File: src/rtl/down_fifo_reader_pkg.sv
// Shared types for the downscale-path FIFO reader.
// State encoding, pixel width and the output beat bundle.
package down_fifo_pkg;

   localparam int PIX_W = 24;

   typedef enum logic [1:0] {
      IDLE,
      RUN,
      FLUSH
   } rd_state_e;

   typedef struct packed {
      logic [PIX_W-1:0] data;
      logic             sof;
      logic             eol;
      logic             eof;
   } pix_beat_t;

endpackage

File: src/rtl/down_fifo_reader_if.sv
// FIFO read port plus framed pixel stream of the reader.
// master is the reader side, slave is the FIFO/sink side.
interface down_fifo_reader_if #(
   parameter int DATA_WIDTH = down_fifo_pkg::PIX_W
);
   logic                  fifo_rd_en;
   logic [DATA_WIDTH-1:0] fifo_rd_data;
   logic                  fifo_empty;
   logic                  fifo_almost_empty;
   logic                  m_valid;
   logic                  m_ready;
   logic [DATA_WIDTH-1:0] m_data;
   logic                  m_sof;
   logic                  m_eol;
   logic                  m_eof;

   modport master (
      output fifo_rd_en, m_valid, m_data, m_sof, m_eol, m_eof,
      input  fifo_rd_data, fifo_empty, fifo_almost_empty, m_ready
   );

   modport slave (
      input  fifo_rd_en, m_valid, m_data, m_sof, m_eol, m_eof,
      output fifo_rd_data, fifo_empty, fifo_almost_empty, m_ready
   );
endinterface

File: src/rtl/fifo_skid_buf.sv
// Two-entry register FIFO absorbing the FIFO read latency.
// Simultaneous push and pop keep occupancy and order.
module fifo_skid_buf #(
   parameter int W = 24
) (
   input  logic         clk,
   input  logic         rst,
   input  logic         push,
   input  logic         pop,
   input  logic [W-1:0] din,
   output logic [W-1:0] dout,
   output logic [1:0]   occ
);
   logic [W-1:0] mem_q [2];
   logic         wr_ptr_q;
   logic         rd_ptr_q;
   logic [1:0]   occ_q;
   logic [1:0]   occ_d;

   always_comb begin
      occ_d = occ_q;
      unique case ({push, pop})
         2'b10:   occ_d = occ_q + 2'd1;
         2'b01:   occ_d = occ_q - 2'd1;
         default: occ_d = occ_q;
      endcase
   end

   always_ff @(posedge clk) begin
      if (rst) begin
         mem_q[0] <= '0;
         mem_q[1] <= '0;
         wr_ptr_q <= 1'b0;
         rd_ptr_q <= 1'b0;
         occ_q    <= 2'd0;
      end else begin
         if (push) begin
            mem_q[wr_ptr_q] <= din;
            wr_ptr_q        <= ~wr_ptr_q;
         end
         if (pop) rd_ptr_q <= ~rd_ptr_q;
         occ_q <= occ_d;
      end
   end

   assign dout = mem_q[rd_ptr_q];
   assign occ  = occ_q;

   a_no_ovf: assert property (@(posedge clk) disable iff (rst)
      !(push && !pop && occ_q == 2'd2));
   a_no_udf: assert property (@(posedge clk) disable iff (rst)
      !(pop && occ_q == 2'd0));

endmodule

File: src/rtl/down_fifo_reader.sv
// Drains the pixel async FIFO into a framed valid/ready stream.
// Reads are credit-limited so the skid buffer never overflows.
module down_fifo_reader
   import down_fifo_pkg::*;
#(
   parameter int DATA_WIDTH = PIX_W,
   parameter int CNT_WIDTH  = 12,
   parameter int UND_WIDTH  = 16
) (
   input  logic                 rd_clk,
   input  logic                 rd_rst,
   input  logic                 frame_start,
   input  logic [CNT_WIDTH-1:0] h_size,
   input  logic [CNT_WIDTH-1:0] v_size,
   down_fifo_reader_if.master   bus,
   output logic                 busy,
   output logic                 frame_done,
   output logic                 cfg_err,
   output logic [UND_WIDTH-1:0] underrun_cnt
);
   localparam int TW = 2 * CNT_WIDTH;

   rd_state_e             state_q;
   logic [CNT_WIDTH-1:0]  h_q, v_q, x_q, y_q;
   logic [TW-1:0]         total_q, rcnt_q;
   logic [UND_WIDTH-1:0]  und_q;
   logic                  inflight_q, frame_done_q, cfg_err_q;
   logic [DATA_WIDTH-1:0] head;
   logic [1:0]            occ;
   logic [2:0]            credit;
   logic                  valid, pop, rd_en, eol, eof;
   pix_beat_t             beat;
   logic                  unused_almost_empty;

   assign unused_almost_empty = bus.fifo_almost_empty;

   assign valid  = (occ != 2'd0);
   assign pop    = valid & bus.m_ready;
   // buffered + in flight, after this cycle's pop
   assign credit = {1'b0, occ} + {2'b00, inflight_q} - {2'b00, pop};
   assign rd_en  = (state_q == RUN) & ~bus.fifo_empty
                 & (rcnt_q < total_q) & (credit < 3'd2);

   assign eol = (x_q == h_q - CNT_WIDTH'(1));
   assign eof = eol & (y_q == v_q - CNT_WIDTH'(1));

   fifo_skid_buf #(.W(DATA_WIDTH)) u_skid (
      .clk  (rd_clk),
      .rst  (rd_rst),
      .push (inflight_q),
      .pop  (pop),
      .din  (bus.fifo_rd_data),
      .dout (head),
      .occ  (occ)
   );

   always_comb begin
      beat = '0;
      if (valid) begin
         beat.data = head;
         beat.sof  = (x_q == '0) && (y_q == '0);
         beat.eol  = eol;
         beat.eof  = eof;
      end
   end

   always_ff @(posedge rd_clk) begin
      if (rd_rst) begin
         state_q      <= IDLE;
         h_q          <= '0;
         v_q          <= '0;
         total_q      <= '0;
         rcnt_q       <= '0;
         x_q          <= '0;
         y_q          <= '0;
         und_q        <= '0;
         inflight_q   <= 1'b0;
         frame_done_q <= 1'b0;
         cfg_err_q    <= 1'b0;
      end else begin
         inflight_q   <= rd_en;
         frame_done_q <= pop & eof;
         cfg_err_q    <= 1'b0;
         if (rd_en) rcnt_q <= rcnt_q + TW'(1);
         if (pop) begin
            if (eof) begin
               x_q <= '0;
               y_q <= '0;
            end else if (eol) begin
               x_q <= '0;
               y_q <= y_q + CNT_WIDTH'(1);
            end else begin
               x_q <= x_q + CNT_WIDTH'(1);
            end
         end
         unique case (state_q)
            IDLE: begin
               if (frame_start) begin
                  if (h_size != '0 && v_size != '0) begin
                     state_q <= RUN;
                     h_q     <= h_size;
                     v_q     <= v_size;
                     total_q <= TW'(h_size) * TW'(v_size);
                     rcnt_q  <= '0;
                     x_q     <= '0;
                     y_q     <= '0;
                     und_q   <= '0;
                  end else begin
                     cfg_err_q <= 1'b1;
                  end
               end
            end
            RUN: begin
               if (rd_en && (rcnt_q + TW'(1) == total_q)) state_q <= FLUSH;
               if (bus.m_ready && !valid && und_q != '1)
                  und_q <= und_q + UND_WIDTH'(1);
            end
            FLUSH: begin
               if (pop && eof) state_q <= IDLE;
            end
            default: state_q <= IDLE;
         endcase
      end
   end

   assign bus.fifo_rd_en = rd_en;
   assign bus.m_valid    = valid;
   assign bus.m_data     = beat.data;
   assign bus.m_sof      = beat.sof;
   assign bus.m_eol      = beat.eol;
   assign bus.m_eof      = beat.eof;
   assign busy           = (state_q != IDLE);
   assign frame_done     = frame_done_q;
   assign cfg_err        = cfg_err_q;
   assign underrun_cnt   = und_q;

   a_no_empty_rd: assert property (@(posedge rd_clk) disable iff (rd_rst)
      !(rd_en && bus.fifo_empty));

endmodule
File: src/flat_wrapper.sv
// flat-port wrapper written by rule: the top's interface ports become plain ports
module down_fifo_reader_flat import down_fifo_pkg::*;
#(
   parameter int DATA_WIDTH = PIX_W,
   parameter int CNT_WIDTH  = 12,
   parameter int UND_WIDTH  = 16
)
  (rd_clk, rd_rst, frame_start, h_size, v_size, busy, frame_done, cfg_err, underrun_cnt, bus_fifo_rd_en, bus_m_valid, bus_m_data, bus_m_sof, bus_m_eol, bus_m_eof, bus_fifo_rd_data, bus_fifo_empty, bus_fifo_almost_empty, bus_m_ready);
  down_fifo_reader_if #(.DATA_WIDTH(DATA_WIDTH)) bus_i ();
  input  logic rd_clk;
  input  logic rd_rst;
  input  logic frame_start;
  input  logic [CNT_WIDTH-1:0] h_size;
  input  logic [CNT_WIDTH-1:0] v_size;
  output logic busy;
  output logic frame_done;
  output logic cfg_err;
  output logic [UND_WIDTH-1:0] underrun_cnt;
  output wire logic [$bits(bus_i.fifo_rd_en)-1:0] bus_fifo_rd_en;
  output wire logic [$bits(bus_i.m_valid)-1:0] bus_m_valid;
  output wire logic [$bits(bus_i.m_data)-1:0] bus_m_data;
  output wire logic [$bits(bus_i.m_sof)-1:0] bus_m_sof;
  output wire logic [$bits(bus_i.m_eol)-1:0] bus_m_eol;
  output wire logic [$bits(bus_i.m_eof)-1:0] bus_m_eof;
  input wire logic [$bits(bus_i.fifo_rd_data)-1:0] bus_fifo_rd_data;
  input wire logic [$bits(bus_i.fifo_empty)-1:0] bus_fifo_empty;
  input wire logic [$bits(bus_i.fifo_almost_empty)-1:0] bus_fifo_almost_empty;
  input wire logic [$bits(bus_i.m_ready)-1:0] bus_m_ready;
  assign bus_fifo_rd_en = bus_i.fifo_rd_en;
  assign bus_m_valid = bus_i.m_valid;
  assign bus_m_data = bus_i.m_data;
  assign bus_m_sof = bus_i.m_sof;
  assign bus_m_eol = bus_i.m_eol;
  assign bus_m_eof = bus_i.m_eof;
  assign bus_i.fifo_rd_data = bus_fifo_rd_data;
  assign bus_i.fifo_empty = bus_fifo_empty;
  assign bus_i.fifo_almost_empty = bus_fifo_almost_empty;
  assign bus_i.m_ready = bus_m_ready;
  down_fifo_reader #(.DATA_WIDTH(DATA_WIDTH), .CNT_WIDTH(CNT_WIDTH), .UND_WIDTH(UND_WIDTH)) u_core (.rd_clk(rd_clk), .rd_rst(rd_rst), .frame_start(frame_start), .h_size(h_size), .v_size(v_size), .bus(bus_i), .busy(busy), .frame_done(frame_done), .cfg_err(cfg_err), .underrun_cnt(underrun_cnt));
endmodule
File: config.mk
export PLATFORM = sky130hd
export DESIGN_NAME = down_fifo_reader_flat
export DESIGN_NICKNAME = d
export VERILOG_FILES = /design/src/rtl/down_fifo_reader_pkg.sv /design/src/rtl/down_fifo_reader_if.sv /design/src/rtl/fifo_skid_buf.sv /design/src/rtl/down_fifo_reader.sv /design/src/flat_wrapper.sv
export SDC_FILE = /design/constraint.sdc
export NUM_CORES = 1
export LEC_CHECK = 0
export ABC_AREA = 1
export ABC_CLOCK_PERIOD_IN_PS = 10010
export CAP_MARGIN = 10
export CORE_UTILIZATION = 55
export CTS_CLUSTER_DIAMETER = 80
export DETAILED_ROUTE_END_ITERATION = 6
export PLACE_DENSITY = 0.71
export SKIP_LAST_GASP = 1
export SYNTH_ARGS = -nofsm -noshare
export SYNTH_HDL_FRONTEND = slang
export SYNTH_SLANG_ARGS = --single-unit
File: constraint.sdc
create_clock -name rd_clk -period 10.01 [get_ports rd_clk]
set_input_delay 1.5015 -clock rd_clk [delete_from_list [all_inputs] [get_ports rd_clk]]
set_output_delay 1.5015 -clock rd_clk [all_outputs]
set_load 0.01 [all_outputs]
Word level (Yosys, flattened, before mapping):

Memory sizes are Yosys's and may differ from the RTL's. A register that Yosys moved wholly into a read port is not among the register bits.
Cells that the tools add are included.

* register bits: 121
* RAM bits: 48
* input port bits: 54
* output and inout port bits: 48
* memories: 1

* add/subtract/negate cells: 10
* multiply operators: 1
* magnitude comparators: 2
* eq/ne operators: 13
* mux-type cells: 38
* bitwise gates (word level): 11
* reductions and logical operators: 21

Memories
* u_core.u_skid.mem_q: depth 2, width 24, read ports 1, clocked after memory_dff 1, wr ports 2, line fifo_skid_buf.sv:14 `logic [W-1:0] mem_q [2];`

Operator list (number)
* 12-bit two-way mux: 12
* 24-bit two-way mux: 5
* 16-bit two-way mux: 3
* 16-bit one-hot mux with 2 select lines: 1
* 27-bit two-way mux: 1
* 12-bit by 1-bit adder with 12-bit output, second input constant: 2
* 24-bit by 1-bit adder with 24-bit output, second input constant: 1
* 12-bit equality test: 2
* 24-bit equality test: 1
* 12-bit zero test: 2
* 24-bit less-than comparator: 1
* 12-bit by 12-bit multiplier with 24-bit output: 1
* 12-bit nonzero test: 2
* 24-bit OR reduction: 1
* 12-bit by 1-bit subtractor with 12-bit output, second input constant: 2
* 16-bit by 1-bit adder with 16-bit output, second input constant: 1
* 16-bit != test, second input constant: 1
* 1-bit two-way mux: 10
* 2-bit two-way mux: 4
* 4-bit AND reduction: 2
* 2-bit nonzero test: 4
* 1-bit bitwise AND: 6
* 1-bit logical AND: 6
* 2-bit != test, second input constant: 3
* other kinds (15): 22

Longest topological paths before layout:

Gate-level depths: netlist (run 1).

* depth after elaboration: 9
* depth in mapped cells: 24
* gate-level depth less buffers: 23

Cells and area by module:

Synthesis (run 1) repeated with hierarchy kept, for this count alone.

* cells, all modules: 1976
* area, all modules: 14655.3 um^2

By module, submodules not included
* down_fifo_reader: instances 1, cells each 1793, area each 12305.6 um^2, sequential area each 2342.2 um^2
* fifo_skid_buf: instances 1, cells each 183, area each 2349.8 um^2, sequential area each 1541.5 um^2

Worst setup path after synthesis (run 1):

No wires, ideal clock.

* kind: input port to flip-flop
* start: input port v_size[11]
* end: register u_core.total_q[19]
* arrival time: 5.943 ns
* required time: 9.894 ns
* path slack: 3.951 ns
* stages: 22
* path buffers: 1
* cells stage by stage: clkbuf_1 > nand2_1 > fa_1 > fa_1 > inv_1 > fa_1 > fa_1 > inv_1 > fa_1 > inv_1 > ha_1 > nand2_1 > inv_1 > a21oi_1 > nor2_1 > nor2_1 > nand2_1 > a21oi_1 > or2_2 > nand3_1 > o211ai_1 > inv_1

* longest elaborated chain between the ends: 3

RTL lines
* start: declaration: line flat_wrapper.sv:14 `input logic [CNT_WIDTH-1:0] v_size;`
* parallel branches: the longest is 3 deep, another holds 12-bit by 12-bit multiplier with 24-bit output
* end signal: assignment: line down_fifo_reader.sv:103 `total_q <= TW'(h_size) * TW'(v_size);`
* end: declaration: line down_fifo_reader.sv:25 `logic [TW-1:0] total_q, rcnt_q;`

Parallel ways; which one is timed is not known.
A chain may end at the register's enable or synchronous reset.

Worst setup path after layout (run 1):

* start: input port bus_m_ready
* end: output port bus_fifo_rd_en

* longest elaborated chain between the ends: 4

RTL lines
* start: declaration: line flat_wrapper.sv:28 `input wire logic [$bits(bus_i.m_ready)-1:0] bus_m_ready;`
* 1-bit bitwise AND: line down_fifo_reader.sv:38 `assign pop = valid & bus.m_ready;`
* 3-bit by 1-bit subtractor with 3-bit output: line down_fifo_reader.sv:40 `assign credit = {1'b0, occ} + {2'b00, inflight_q} - {2'b00, pop};`
* 3-bit by 2-bit less-than comparator with 1-bit output: line down_fifo_reader.sv:42 `& (rcnt_q < total_q) & (credit < 3'd2);`
* 1-bit bitwise AND: line down_fifo_reader.sv:42
* end: declaration: line flat_wrapper.sv:19 `output wire logic [$bits(bus_i.fifo_rd_en)-1:0] bus_fifo_rd_en;`

No other way between the ends.

==> results of run 1 <==
area by class of cell:
class	count	area [sq um]	share of cell area, %
clock buffers	17	425	2.56
clock inverters	15	184	1.11
inverters	393	1480	8.88
multi-input cells	1445	9180	55.3
flip-flops and latches	170	3880	23.4
well taps	335	419	2.52
repair buffers	105	1040	6.25
power by group:
group | internal, mW | switching (mW) | leakage [nW]
Combinational | 0.684 | 1.13 | 6.26
Sequential | 0.767 | 0.0522 | 1.49
Clock | 0.342 | 0.333 | 0.296
Total | 1.79 | 1.52 | 8.05
state kept, by name (all words and copies together), names as in the netlist, 2 cells and up, named ones only:
signal and flops:
u_core.u_skid.mem_q 48, u_core.rcnt_q 24, u_core.total_q 24, u_core.underrun_cnt 16, u_core.h_q 12, u_core.v_q 12
u_core.x_q 12, u_core.y_q 12, u_core.state_q 2, u_core.u_skid.occ 2
final timing paths:
kind / startpoint / endpoint / slack (ns)
max: bus_m_ready / bus_fifo_rd_en / 2.37
min: u_core.underrun_cnt[8] / u_core.underrun_cnt[8] / 0.47
max reg2reg: u_core.u_skid.occ[1] / u_core.state_q[0] / 5.37
min reg2reg: u_core.underrun_cnt[8] / u_core.underrun_cnt[8] / 0.47
cells in the final DEF, fill, tap and decap left out, types with 4 or more instances in the layout:
| cell | n |
|---|---|
| o22ai_1 | 6 |
| fa_1 | 101 |
| inv_2 | 9 |
| xnor2_1 | 19 |
| nor3b_2 | 4 |
| nand4_1 | 27 |
| nor2_2 | 18 |
| o21ai_1 | 5 |
| clkbuf_16 | 17 |
| inv_1 | 382 |
| nor3_1 | 17 |
| inv_6 | 4 |
| xor2_1 | 35 |
| buf_4 | 5 |
| a21oi_1 | 114 |
| nand3_2 | 4 |
| o21ai_0 | 75 |
| o211ai_1 | 5 |
| nor3_2 | 6 |
| edfxtp_1 | 48 |
| nor2_4 | 7 |
| nor4_1 | 15 |
| a211oi_1 | 9 |
| dfxtp_1 | 122 |
| or2_2 | 5 |
| clkdlybuf4s50_1 | 100 |
| clkinv_8 | 4 |
| nor2_1 | 187 |
| nand3_1 | 101 |
| ha_1 | 96 |
| nand2_1 | 552 |
metal layers:
layer  track usage [%]  vias up
li1                  -     6577
met1              37.0     6092
met5                 0        -
met3              3.67       50
met4              8.05        0
met2              45.8      316
tightest hold or removal path, cell delays in order, from the launching register on:
cell,delay (ns)
dfxtp_1,0.33
inv_1,0.05
a21oi_1,0.05
through the flow:
step	hold WS [ns]	utilization [%]
after floorplan	0.426	-
after global placement	0.435	61.0
after detailed placement	0.468	61.0
after CTS	0.478	63.4
after global routing	0.490	63.4
final	0.474	63.4
synthesized netlist by cell type, drive strengths merged, types with 36 or more instances:
master / instances
dfxtp: 122
edfxtp: 48
ha: 96
nor2: 212
a21oi: 114
inv: 391
xor2: 36
fa: 101
clkbuf: 48
o21ai: 80
nand3: 107
nand2: 558
cell families (layout without fill, tap and decap cells):
family / count (synthesis) / count (layout)
AOI/OAI and AO/OA: 229 / 229
adders and majority gates: 197 / 197
buffers and inverters: 453 / 530
DFF: 170 / 170
xor gates and xnor gates: 57 / 57
and+or+nand+nor: 962 / 962
==> qor.yml, run 1 <==
cts:
  cts_tree: "built"
  insertion_delay_ns: 0.44
  cts_sinks: 170
  clockBufferDepth: 2
  cts_inserted_buffers: 17
  cts-root-buf: "clkbuf_16"
  postCtsSetupBuffers: 0
  postCtsHoldBufs: 0
  cts_resized: 0
  htreeDepth: 4
  clk_pin_slew_ns: 0.08
placement:
  dp_hpwl_um: 27600
  dpl-instance-area_sq_um: 16000
  dp_cells: 2448
  gp_congestion: 0.935
  port_buffers: 100
  place_ws_ns: 2.42
timing:
  hold_viol_final: 0
  setup_viol: 0
  slew_violations: 0
  tns_ns: 0
  skew_ns: 0.0184
  min_period_over_period_pct: 76.3
  fmax_mhz: 131
  setup_slack_ns: 2.37
  rsz0062_at_grt: "no"
  min_period_ns: 7.64
  slew_headroom_pct: 25.3
  tightestPinTransition_ns: 1.12
status:
  violations: "DRC"
  status: "finished with violations"
power:
  irDropWorstVdd_v: 0.000211
  p_per_area_nw_per_um2: 199
  leakage_nw: 8.05
  p_total_mw: 3.31
global_routing:
  grt.overflow.total: 0
  grt_pass1_wl_um: 61400
  grtUsageTotal_pct: 27.4
  grt_pass1_vias: 12600
  grt_max_degree: 41
  antenna_found_initial: 0
detailed_routing:
  ant_nets: 0
  wire_per_inst_um: 14.5
  routed_wl_um: 36100
  drt-vias-per-instance: 5.26
  drt_iter0_markers: 1022
  topRoutingLayerUsed: "met4"
  met1_length_um: 16400
  dr_wl_met2_um: 17100
  drc: 9
  vias: 13000
  met3RoutedLength_um: 1900
  drt-pass1-iter-count: 7
layout:
  stdcell_count: 2480
  antenna-diode-count: 0
  nets: 2383
  drive_gt1_share_pct: 4.71
  fillers: 2390
  area_delta_synth_final_pct: 12.4
  design_area_sq_um: 16600
setup_path:
  worstPathArrival_ns: 6.14
  critPathCaptureType: "output pin"
  crit_fanout: 34
  worstRegToRegCells: 15
  cp-start-kind: "input port"
  required_ns: 8.51
  cp.depth: 13
  cp_num_buf_inv: 6
  worstPathCellList: "clkdlybuf4s50_1 -> inv_2 -> nor2_1 -> buf_4 -> ha_1 -> nor2_1 -> inv_1 -> fa_1 -> or3b_2 -> nor3_1 -> nand2_1 -> inv_1 -> clkdlybuf4s50_1"
  slowest_delay_ns: 0.91
  crit_slowest_cell: "inv_1"
  crit_family: "buffers and inverters"
  critPathKind: "input port to output pin"
synthesis:
  synthAdderAreaFrac_pct: 21.8
  ys_ff_latch: 170
  synth_ff_type: "dfxtp_1"
  synth_warnings: 0
  syn-instance-count: 2068
  yosys.area_share.simple_pct: 28.4
  synth_top_area_share_pct: 16.5
  post_synth_num_cell_types: 49
  yosysSeqAreaShare_pct: 26.3
  synth_compound_area_share_pct: 8.32
  syn_avg_cell_area_sq_um: 7.14
  synth_top_family_by_area: "simple AND/OR/NAND/NOR gates"
  syn_nets: 2319
  post-synth-top-area-cell: "dfxtp_1"
  synth_area_sq_um: 14800
  synth_enable_flop_cells: 48
  synthXorXnorAreaFrac_pct: 3.62
  muxShareOfSynthArea_pct: 0
  synthTopCellsByArea: "dfxtp_1, nand2_1, fa_1"
  async_flop_share_pct: 0
floorplan:
  die_width_um: 166
  start_util_pct: 56.4
  core_sq_um: 26200
  rows: 59
  fp.dieH_um: 166
  die_area_sq_um: 27500
  ios: 102
min_path:
  hold_path_class: "register to register"
  whs_path_depth: 2
run:
  max-cap-violations: 0
No activity file was read; power rests on OpenSTA's default activity.
==> inputs of run 2 (changes only) <==
ABC_CLOCK_PERIOD_IN_PS = 6700   (was 10010)
PLACE_DENSITY = 0.74   (was 0.71)
clock period = 6.7 ns   (was 10.01 ns; I/O delays follow)
==> run 2 against run 1 <==
  * The run still ends with DRC left
  * Clock-buffer cell count unchanged
  * First-iteration DRC count increased by 1.4%
  * Die area unchanged
  * Routed wire length increased by 1.5%
  * Via count increased by 2.5%
  * Non-clock buffer count increased by 29
  * Sequential share of layout area decreased by 0.36 points
  * Hold slack got worse by 0.011 ns
  * Setup slack got worse by 1.7 ns
  * Critical path depth increased by 8
  * Combinational power increased by 51%
  * Largest power group unchanged
  * Highest routed layer unchanged
==> qor.yml, run 2 (same netlist as run 1, synthesis figures left out) <==
status:
  status: "finished with violations"
  violations: "DRC"
placement:
  dp_hpwl_um: 28400  # +2.8%
  port_buffers: 100  # unchanged
  gp_congestion: 0.917  # -1.9%
timing:
  min_period_over_period_pct: 90.0
  whs_ns: 0.463  # -0.0114 ns
  fmax_mhz: 166
  min_period_ns: 6.03
  skew_ns: 0.0154  # -0.00300 ns
  tns_ns: 0  # unchanged
  slew_headroom_pct: 28.4  # +3.1 points
  tightestPinTransition_ns: 1.07  # -0.0468 ns
  rsz0062_at_grt: "no"
  setup_viol: 0  # unchanged
  slew_violations: 0  # unchanged
  hold_viol_final: 0  # unchanged
floorplan:
  ios: 102  # unchanged
  die_area_sq_um: 27500  # unchanged
  start_util_pct: 56.4  # unchanged
  die_width_um: 166  # unchanged
  rows: 59  # unchanged
  fp.dieH_um: 166  # unchanged
  core_sq_um: 26200  # unchanged
layout:
  drive_gt1_share_pct: 5.98  # +1.3 points
  final_cell_mix: "nand2_1, inv_1, nor2_1"
  area_delta_synth_final_pct: 14.2
  largest_reg_flops: 48  # unchanged
  top_regs: "u_core.u_skid.mem_q: 48 flops, u_core.rcnt_q: 24 flops, u_core.total_q: 24 flops"
  antenna-diode-count: 0  # unchanged
  regMostFlops: "u_core.u_skid.mem_q"
  final_common_cell: "nand2_1"
  fillers: 2354  # -1.5%
  nets: 2412  # +1.2%
global_routing:
  grt.overflow.total: 0  # unchanged
  antenna_found_initial: 0  # unchanged
  grt_max_degree: 41  # unchanged
  grt_pass1_vias: 13000  # +2.7%
  grtUsageTotal_pct: 27.5  # +0.13 points
  grt_pass1_wl_um: 62000  # +1.0%
detailed_routing:
  drt_iter0_markers: 1036  # +1.4%
  drt-pass1-iter-count: 7  # unchanged
  drc: 11  # +2
  ant_nets: 0  # unchanged
  vias: 13400  # +2.5%
  wire_per_inst_um: 14.6  # +0.29%
  routed_wl_um: 36600  # +1.5%
  drt-vias-per-instance: 5.32  # +1.3%
cts:
  cts_inserted_buffers: 17  # unchanged
  clk_pin_slew_ns: 0.09  # about the same
  cts_tree: "built"
  cts_resized: 0  # unchanged
  cts-root-buf: "clkbuf_16"
  cts_sinks: 170  # unchanged
  postCtsHoldBufs: 0  # unchanged
  htreeDepth: 4  # unchanged
  clockBufferDepth: 2  # unchanged
  insertion_delay_ns: 0.45  # about the same
  postCtsSetupBuffers: 0  # unchanged
setup_path:
  worstPathCellList: "clkdlybuf4s50_1 -> buf_4 -> nand2_1 -> inv_1 -> fa_1 -> fa_1 -> fa_1 -> fa_1 -> inv_1 -> fa_1 -> inv_1 -> ha_1 -> nand2_1 -> nor2_1 -> inv_1 -> nor3_1 -> nand4_1 -> nand3_1 -> xor2_1 -> o21ai_0 -> inv_1"
  r2r_slack_ns: 2.88  # -2.49 ns
  startpoint: "v_size[8]"
  crit_slowest_cell: "clkdlybuf4s50_1"
  required_ns: 7.10  # -1.41 ns
  critPathCaptureType: "register"
  r2r-end: "u_core.state_q[0]"
  worstPathArrival_ns: 6.43  # +0.29 ns
  cp-start-kind: "input port"
  crit_fanout: 8  # -76%
  critPathKind: "input port to register"
  crit_family: "adder cells"
  cp_num_buf_inv: 7  # +1
  slowest_delay_ns: 0.65  # -0.26 ns
  r2r-start: "u_core.u_skid.occ[1]"
  worstRegToRegCells: 15  # unchanged
run:
  max-cap-violations: 0  # unchanged
min_path:
  min_from: "u_core.u_skid.rd_ptr_q"
  hold_path_end: "u_core.u_skid.rd_ptr_q"
  hold_path_class: "register to register"
  whs_path_depth: 1  # -1
power:
  leakage_nw: 8.20  # +1.9%
  irDropWorstVdd_v: 0.000316  # +50%
  p_per_area_nw_per_um2: 297  # +49%
## run 2: routing by layer
| layer | track usage [%] | routed length (um) |
|---|---|---|
| met1 | 35.5 | 16100 |
| met4 | 9.14 | 890 |
| met2 | 47.9 | 17800 |
| met5 | 0 | 0 |
| met3 | 3.17 | 1800 |
## run 2: worst max-delay path by stage
stage | end | cells past startpoint
floorplan | u_core.total_q[19] | 22
global placement | u_core.total_q[21] | 21
detailed placement | u_core.total_q[21] | 21
CTS | u_core.total_q[21] | 21
global route | u_core.total_q[21] | 21
finish | u_core.total_q[21] | 21
## run 2: worst reg2reg max path: stages (launching register included)
cell	delay (ns)
dfxtp_1	0.37
nor2_2	0.09
buf_4	0.33
nor2_1	0.11
ha_1	0.32
nor2_1	0.16
inv_1	0.07
fa_1	0.54
or3b_2	0.46
nor3_1	0.32
nand2_1	0.16
inv_1	0.09
buf_4	0.32
nand3_1	0.23
nand2_1	0.10
nand2_1	0.04
## run 2: area by class of cell
type | instances | area (sq um) | share of cell area [%]
Clock buffer | 17 | 425 | 2.52
Tap cell | 335 | 419 | 2.49
Multi-Input combinational cell | 1445 | 9180 | 54.4
Clock inverter | 15 | 204 | 1.21
Inverter | 393 | 1480 | 8.75
Timing Repair Buffer | 134 | 1280 | 7.57
Sequential cell | 170 | 3880 | 23.0
## run 2: where the power goes
group | switching [mW] | internal [mW]
registers | 0.0809 | 1.15
clock network | 0.519 | 0.516
logic | 1.71 | 1.04
## run 2: per-stage QoR
| stage | util, % | area (sq um) | total power [mW] | std cells | worst slack [ns] |
|---|---|---|---|---|---|
| 2_1_floorplan | - | 14800 | 3.24 | 2068 | 1.14 |
| 3_3_place_gp | 61.8 | 16200 | 3.94 | 2476 | 0.333 |
| 3_5_place_dp | 61.8 | 16200 | 3.98 | 2476 | 0.262 |
| 4_1_cts | 64.2 | 16800 | 5.03 | 2508 | 0.692 |
| 5_1_grt | 64.3 | 16900 | 5.47 | 2509 | 0.404 |
| 6_report | 64.3 | 16900 | 5.01 | 2509 | 0.673 |
==> inputs of run 3 (changes only) <==
CTS_CLUSTER_SIZE = 24   (was unset)
==> results of run 3 <==
No change in the layout: final DEF, timing and power equal those of run 2.
